`src/rtl/norm_pkg.sv`:
```
// Shared types and helpers for the adder-result normalization controller.
// Holds the controller state encoding, the default per-cycle shift limit and a 3-way minimum.
package norm_pkg;

    typedef enum logic [1:0] {
        IDLE = 2'd0,
        SCAN = 2'd1,
        DONE = 2'd2
    } state_t;

    localparam int DEFAULT_STEP = 8;

    function automatic int unsigned min3(input int unsigned a,
                                         input int unsigned b,
                                         input int unsigned c);
        int unsigned m;
        m = (a < b) ? a : b;
        return (m < c) ? m : c;
    endfunction

endpackage

```
`src/rtl/norm_sequencer_find_first_one.sv`:
```
// Leading-one locator: reports the index of the highest set bit of i_vec.
// o_valid is low when the vector is all zeros.
module FindFirstOne #(
    parameter  int N     = 25,
    localparam int IDX_W = $clog2(N)
) (
    input  logic [N-1:0]     i_vec,
    output logic             o_valid,
    output logic [IDX_W-1:0] o_index
);

    // Ascending scan so the highest set bit is the last one to write o_index.
    always_comb begin
        o_valid = 1'b0;
        o_index = '0;
        for (int i = 0; i < N; i++) begin
            if (i_vec[i]) begin
                o_valid = 1'b1;
                o_index = IDX_W'(i);
            end
        end
    end

endmodule

```
`src/rtl/norm_sequencer.sv`:
```
// Multi-cycle normalizer: shifts the magnitude left by at most STEP bits per cycle
// until its MSB is set or the exponent reaches zero, with valid/ready on both sides.
module norm_sequencer
    import norm_pkg::*;
#(
    parameter  int N     = 25,
    parameter  int E     = 8,
    parameter  int STEP  = DEFAULT_STEP,
    localparam int IDX_W = $clog2(N)
) (
    input  logic             clk,
    input  logic             reset,
    input  logic             in_valid,
    output logic             in_ready,
    input  logic [N-1:0]     in_data,
    input  logic [E-1:0]     in_exp,
    output logic             out_valid,
    input  logic             out_ready,
    output logic [N-1:0]     out_data,
    output logic [E-1:0]     out_exp,
    output logic [IDX_W-1:0] out_shift,
    output logic             out_zero,
    output logic             out_subnorm,
    output logic             busy
);

    localparam logic [IDX_W-1:0] MSB_IDX = IDX_W'(N - 1);

    state_t r_state;
    state_t w_nextState;

    logic [N-1:0]     r_data;
    logic [E-1:0]     r_exp;
    logic [IDX_W-1:0] r_shift;
    logic             r_zero;
    logic             r_subnorm;

    logic             w_ffoValid;
    logic [IDX_W-1:0] w_ffoIndex;
    logic [IDX_W-1:0] w_lead;
    logic [31:0]      w_amtFull;
    logic [31:0]      w_limitFull;
    logic [IDX_W-1:0] w_amtIdx;
    logic [E-1:0]     w_amtExp;
    logic             w_final;
    logic             w_subnormStep;
    logic             w_accept;
    logic             w_release;

    FindFirstOne #(
        .N (N)
    ) u_findFirstOne (
        .i_vec   (r_data),
        .o_valid (w_ffoValid),
        .o_index (w_ffoIndex)
    );

    // Per-cycle shift amount; the operand is finished once the shift is no longer
    // limited by STEP, i.e. it covers the whole remaining distance or exponent.
    always_comb begin
        w_lead        = MSB_IDX - w_ffoIndex;
        w_limitFull   = (32'(w_lead) < 32'(r_exp)) ? 32'(w_lead) : 32'(r_exp);
        w_amtFull     = min3(32'(w_lead), 32'(STEP), 32'(r_exp));
        w_final       = (w_amtFull == w_limitFull);
        w_subnormStep = w_final && (32'(w_lead) > 32'(r_exp));
        w_amtIdx      = IDX_W'(w_amtFull);
        w_amtExp      = E'(w_amtFull);
        w_accept      = (r_state == IDLE) && in_valid;
        w_release     = (r_state == DONE) && out_ready;
    end

    always_comb begin
        w_nextState = r_state;
        case (r_state)
            IDLE:    if (w_accept) w_nextState = SCAN;
            SCAN:    if (!w_ffoValid || w_final) w_nextState = DONE;
            DONE:    if (w_release) w_nextState = IDLE;
            default: w_nextState = IDLE;
        endcase
    end

    // The working registers double as the result registers, so a finished result
    // stays visible in IDLE until the next operand is accepted.
    always_ff @(posedge clk or posedge reset) begin
        if (reset) begin
            r_state   <= IDLE;
            r_data    <= '0;
            r_exp     <= '0;
            r_shift   <= '0;
            r_zero    <= 1'b0;
            r_subnorm <= 1'b0;
        end else begin
            r_state <= w_nextState;
            case (r_state)
                IDLE: begin
                    if (w_accept) begin
                        r_data    <= in_data;
                        r_exp     <= in_exp;
                        r_shift   <= '0;
                        r_zero    <= 1'b0;
                        r_subnorm <= 1'b0;
                    end
                end
                SCAN: begin
                    if (!w_ffoValid) begin
                        r_zero  <= 1'b1;
                        r_data  <= '0;
                        r_exp   <= '0;
                        r_shift <= '0;
                    end else begin
                        r_data  <= r_data << w_amtIdx;
                        r_exp   <= r_exp - w_amtExp;
                        r_shift <= r_shift + w_amtIdx;
                        if (w_final) begin
                            r_subnorm <= w_subnormStep;
                        end
                    end
                end
                default: ;
            endcase
        end
    end

    always_comb begin
        in_ready    = (r_state == IDLE) && !reset;
        out_valid   = (r_state == DONE);
        busy        = (r_state != IDLE);
        out_data    = r_data;
        out_exp     = r_exp;
        out_shift   = r_shift;
        out_zero    = r_zero;
        out_subnorm = r_subnorm;
    end

endmodule

```
`config.mk`:
```
export PLATFORM = sky130hd
export DESIGN_NAME = norm_sequencer
export DESIGN_NICKNAME = d
export VERILOG_FILES = /design/src/rtl/norm_pkg.sv /design/src/rtl/norm_sequencer_find_first_one.sv /design/src/rtl/norm_sequencer.sv
export SDC_FILE = /design/constraint.sdc
export NUM_CORES = 1
export LEC_CHECK = 0
export ABC_AREA = 1
export CORE_MARGIN = 5
export CORE_UTILIZATION = 54
export CTS_BUF_LIST = sky130_fd_sc_hd__clkbuf_16
export CTS_CLUSTER_DIAMETER = 50
export DETAILED_ROUTE_END_ITERATION = 8
export PLACE_DENSITY_LB_ADDON = 0.08
export RECOVER_POWER = 25
export SYNTH_ARGS = -nofsm -noshare
export SYNTH_HDL_FRONTEND = slang
export SYNTH_SLANG_ARGS = --single-unit
```
`constraint.sdc`:
```
create_clock -name clk -period 5.94 [get_ports clk]
set_input_delay 0.594 -clock clk [delete_from_list [all_inputs] [get_ports clk]]
set_output_delay 0.594 -clock clk [all_outputs]
set_load 0.01 [all_outputs]
```
==> results_dict.tcl <==
set metrics [dict create \
    status "complete, but fails checks" \
    violations "max-capacitance violations, max-slew violations" \
    clock_tree.root_cell "clkbuf_16" \
    grt_pass1_wl_um 23900 \
    fin_ws_ns 0.664 \
    die_y_um 98.3 \
    critical-path-max-stage-delay_ns 0.40 \
    clock_latency_ns 0.29 \
    drtIter0Drc 602 \
    clock_path_buffers 2 \
    yosysTopAreaCell "dfrtp_1" \
    post_drt_wl_per_cell_um 17.7 \
    cp.required_ns 6.15 \
    cts_tree "built" \
    clk_pin_slew_ns 0.06 \
    drtPass1Iterations 5 \
    htreeDepth 2 \
    layout.nets 793 \
    regArea_sq_um 1050 \
    ant_nets 0 \
    grt_max_degree 43 \
    synth_seq_cells 42 \
    port_buffers 79 \
    vias 5044 \
    critPathLaunchType "flip-flop" \
    place_congestion 0.993 \
    synth_edf_count 0 \
    grt_util_all_layers_pct 30.1 \
    worst_pin_slew_ns 2.53 \
    overflow 0 \
    die_x_um 98.3 \
    routed_wl_um 14800 \
    hpwl_um 10600 \
    synthArstFlopShare_pct 100 \
    rsz0062_at_grt "no" \
    fin_crit_ns 5.28 \
    cpMostUsedCell "nand2_1" \
    crit_type "flip-flop to flip-flop" \
    final_util_pct 68.4 \
    worstHoldPathType "flip-flop to flip-flop" \
    viasPerCell 6.01 \
    fmax_mhz 190 \
    cp_max_fo 12 \
    timing.final.crit_share_pct 88.8 \
    synth_warnings 0 \
    ys.flop_type "dfrtp_1" \
    io-pin-count 80 \
    syn_nets 723 \
    fill_cells 681 \
    setup_viol_count_final 0 \
    grt_pass1_vias 4708 \
    cts_sinks 42 \
    synthesis.area_sq_um 4210 \
    yosys.area.top_type_share_pct 25.0 \
    synthTopCellsByArea "dfrtp_1 (25%), nand3_1 (18%), nand2_1 (15%)" \
    seq_area_frac_synth_pct 25.0 \
    multi_input_area_sq_um 2750 \
    synthCells 666 \
    avgSynthCellArea_sq_um 6.32 \
    antenna_found_initial 0 \
    finClkSkew_ns 0.00834 \
    slew_violations 43 \
    slowest_stage "dfrtp_1" \
    diodes 0 \
    drc_errors 0 \
    max_cap_viol_count 1 \
    area_growth_pct 24.3 \
    cp-end-kind "flip-flop" \
    setup_tns_ns 0 \
    yosys.cell_types.count 44 \
    numCtsBuffers 5 \
    cp.arrival_ns 5.49 \
    die-area_sq_um 9660 \
    start_util_pct 55.1 \
    slew_headroom_pct -68.4 \
    finalHoldViolations 0 \
    core_sq_um 7650 \
    layout-drive-gt1-share_pct 6.65 \
    rows 32 \
    dp_slack_ns 0.451 \
]
==> Yosys cell counts, types with 3 or more instances <==
library cell,n
nand2_1,165
nand3_1,155
inv_1,75
nor2_1,48
dfrtp_1,42
o21ai_0,40
ha_1,18
a22oi_1,17
a21oi_1,16
buf_2,8
inv_2,8
clkbuf_1,6
nand2_2,6
nand2_4,6
buf_4,5
nand4_1,4
nor2_2,4
a31oi_1,3
or2_2,3
xor2_1,3
==> cell usage in the layout, fill, tap and decap left out, types with 2 or more instances in the layout <==
cell	synthesis	routed
o21ai_0	40	40
nand2_4	6	5
inv_2	8	8
clkdlybuf4s50_1	0	78
nor2_4	2	2
nor2_2	4	4
nand2_1	165	164
ha_1	18	18
a21boi_1	2	2
nand2_2	6	7
fa_1	2	2
nand4_1	4	4
nand3_2	1	2
xor2_1	3	3
clkbuf_16	0	5
o21bai_1	2	2
dfrtp_1	42	42
o21ai_1	2	2
inv_1	75	76
a22oi_1	17	16
buf_4	5	5
a31oi_1	3	3
and2_1	2	2
nand3_1	155	154
or2_2	3	3
nor2_1	48	48
a21boi_0	2	2
o31ai_1	2	2
a21oi_1	16	16
==> routing by layer <==
metal  up-vias  part of all wire [%]  global-route usage (%)
li1       2365                     -                       -
met1      2304                    43                    43.0
met2       333                    43                    46.0
met3        42                    12                    6.14
met4         0                   2.8                    8.82
met5         -                     0                       0
==> metrics by stage <==
| step | cells | hold slack (ns) | area [sq um] |
|---|---|---|---|
| after global routing | 839 | 0.513 | 5230 |
| after detailed placement | 828 | 0.462 | 5030 |
| final | 839 | 0.472 | 5230 |
| after CTS | 836 | 0.476 | 5190 |
| after floorplan | 666 | 0.494 | 4210 |
| after global placement | 828 | 0.462 | 5030 |
==> final timing paths <==
| kind | cells after the start | slack, ns | to | startpoint |
|---|---|---|---|---|
| setup / recovery | 49 | 0.66 | out_shift[4] | out_data[2] |
| hold / removal | 2 | 0.47 | out_subnorm | out_subnorm |
| setup reg to reg | 49 | 0.66 | out_shift[4] | out_data[2] |
| hold reg to reg | 2 | 0.47 | out_subnorm | out_subnorm |
| max in group asynchronous | 3 | 2.79 | out_data[2] | reset |
| min in group asynchronous | 3 | 1.72 | out_data[11] | reset |
==> cell type report <==
type	instances	area share, %
clock buffer	5	2.39
tap	102	2.44
clock inverter	3	0.717
timing repair buffer	85	15.9
sequential	42	20.1
inverter	83	5.95
multi-input combinational	519	52.5
==> cells by family after synthesis <==
group                    count (synthesis)  synth area share (%)
AND/OR/NAND/NOR                        401                  43.8
buffers and inverters                  106                  10.5
AO/OA/AOI/OAI                           92                  13.2
flip-flops                              42                  25.0
adder cells (fa/ha/maj)                 20                  6.30
XOR/XNOR                                 5                  1.22
==> flip-flops by register name, indices dropped and copies added (netlist names) <==
name         count
out_data        25
out_exp          8
out_shift        5
out_subnorm      1
out_zero         1
r_state          2
==> timing repair <==
item,4_1_cts,5_1_grt
gates resized for setup,0,4
setup endpoints to repair,0,5
buffers inserted,0,2
hold buffers,0,0
==> worst max-delay path, delay by kind of cell (launching register included) <==
kind / cells / cell delay (ns)
buffers and inverters: 6 / 0.66
DFF: 1 / 0.40
and+or+nand+nor: 36 / 2.55
xor gates and xnor gates: 1 / 0.15
AOI/OAI and AO/OA: 2 / 0.35
adders and majority gates: 4 / 1.04
Power is not shown: default switching activity piles up to over one toggle a cycle in this logic, so the estimate is an artifact.
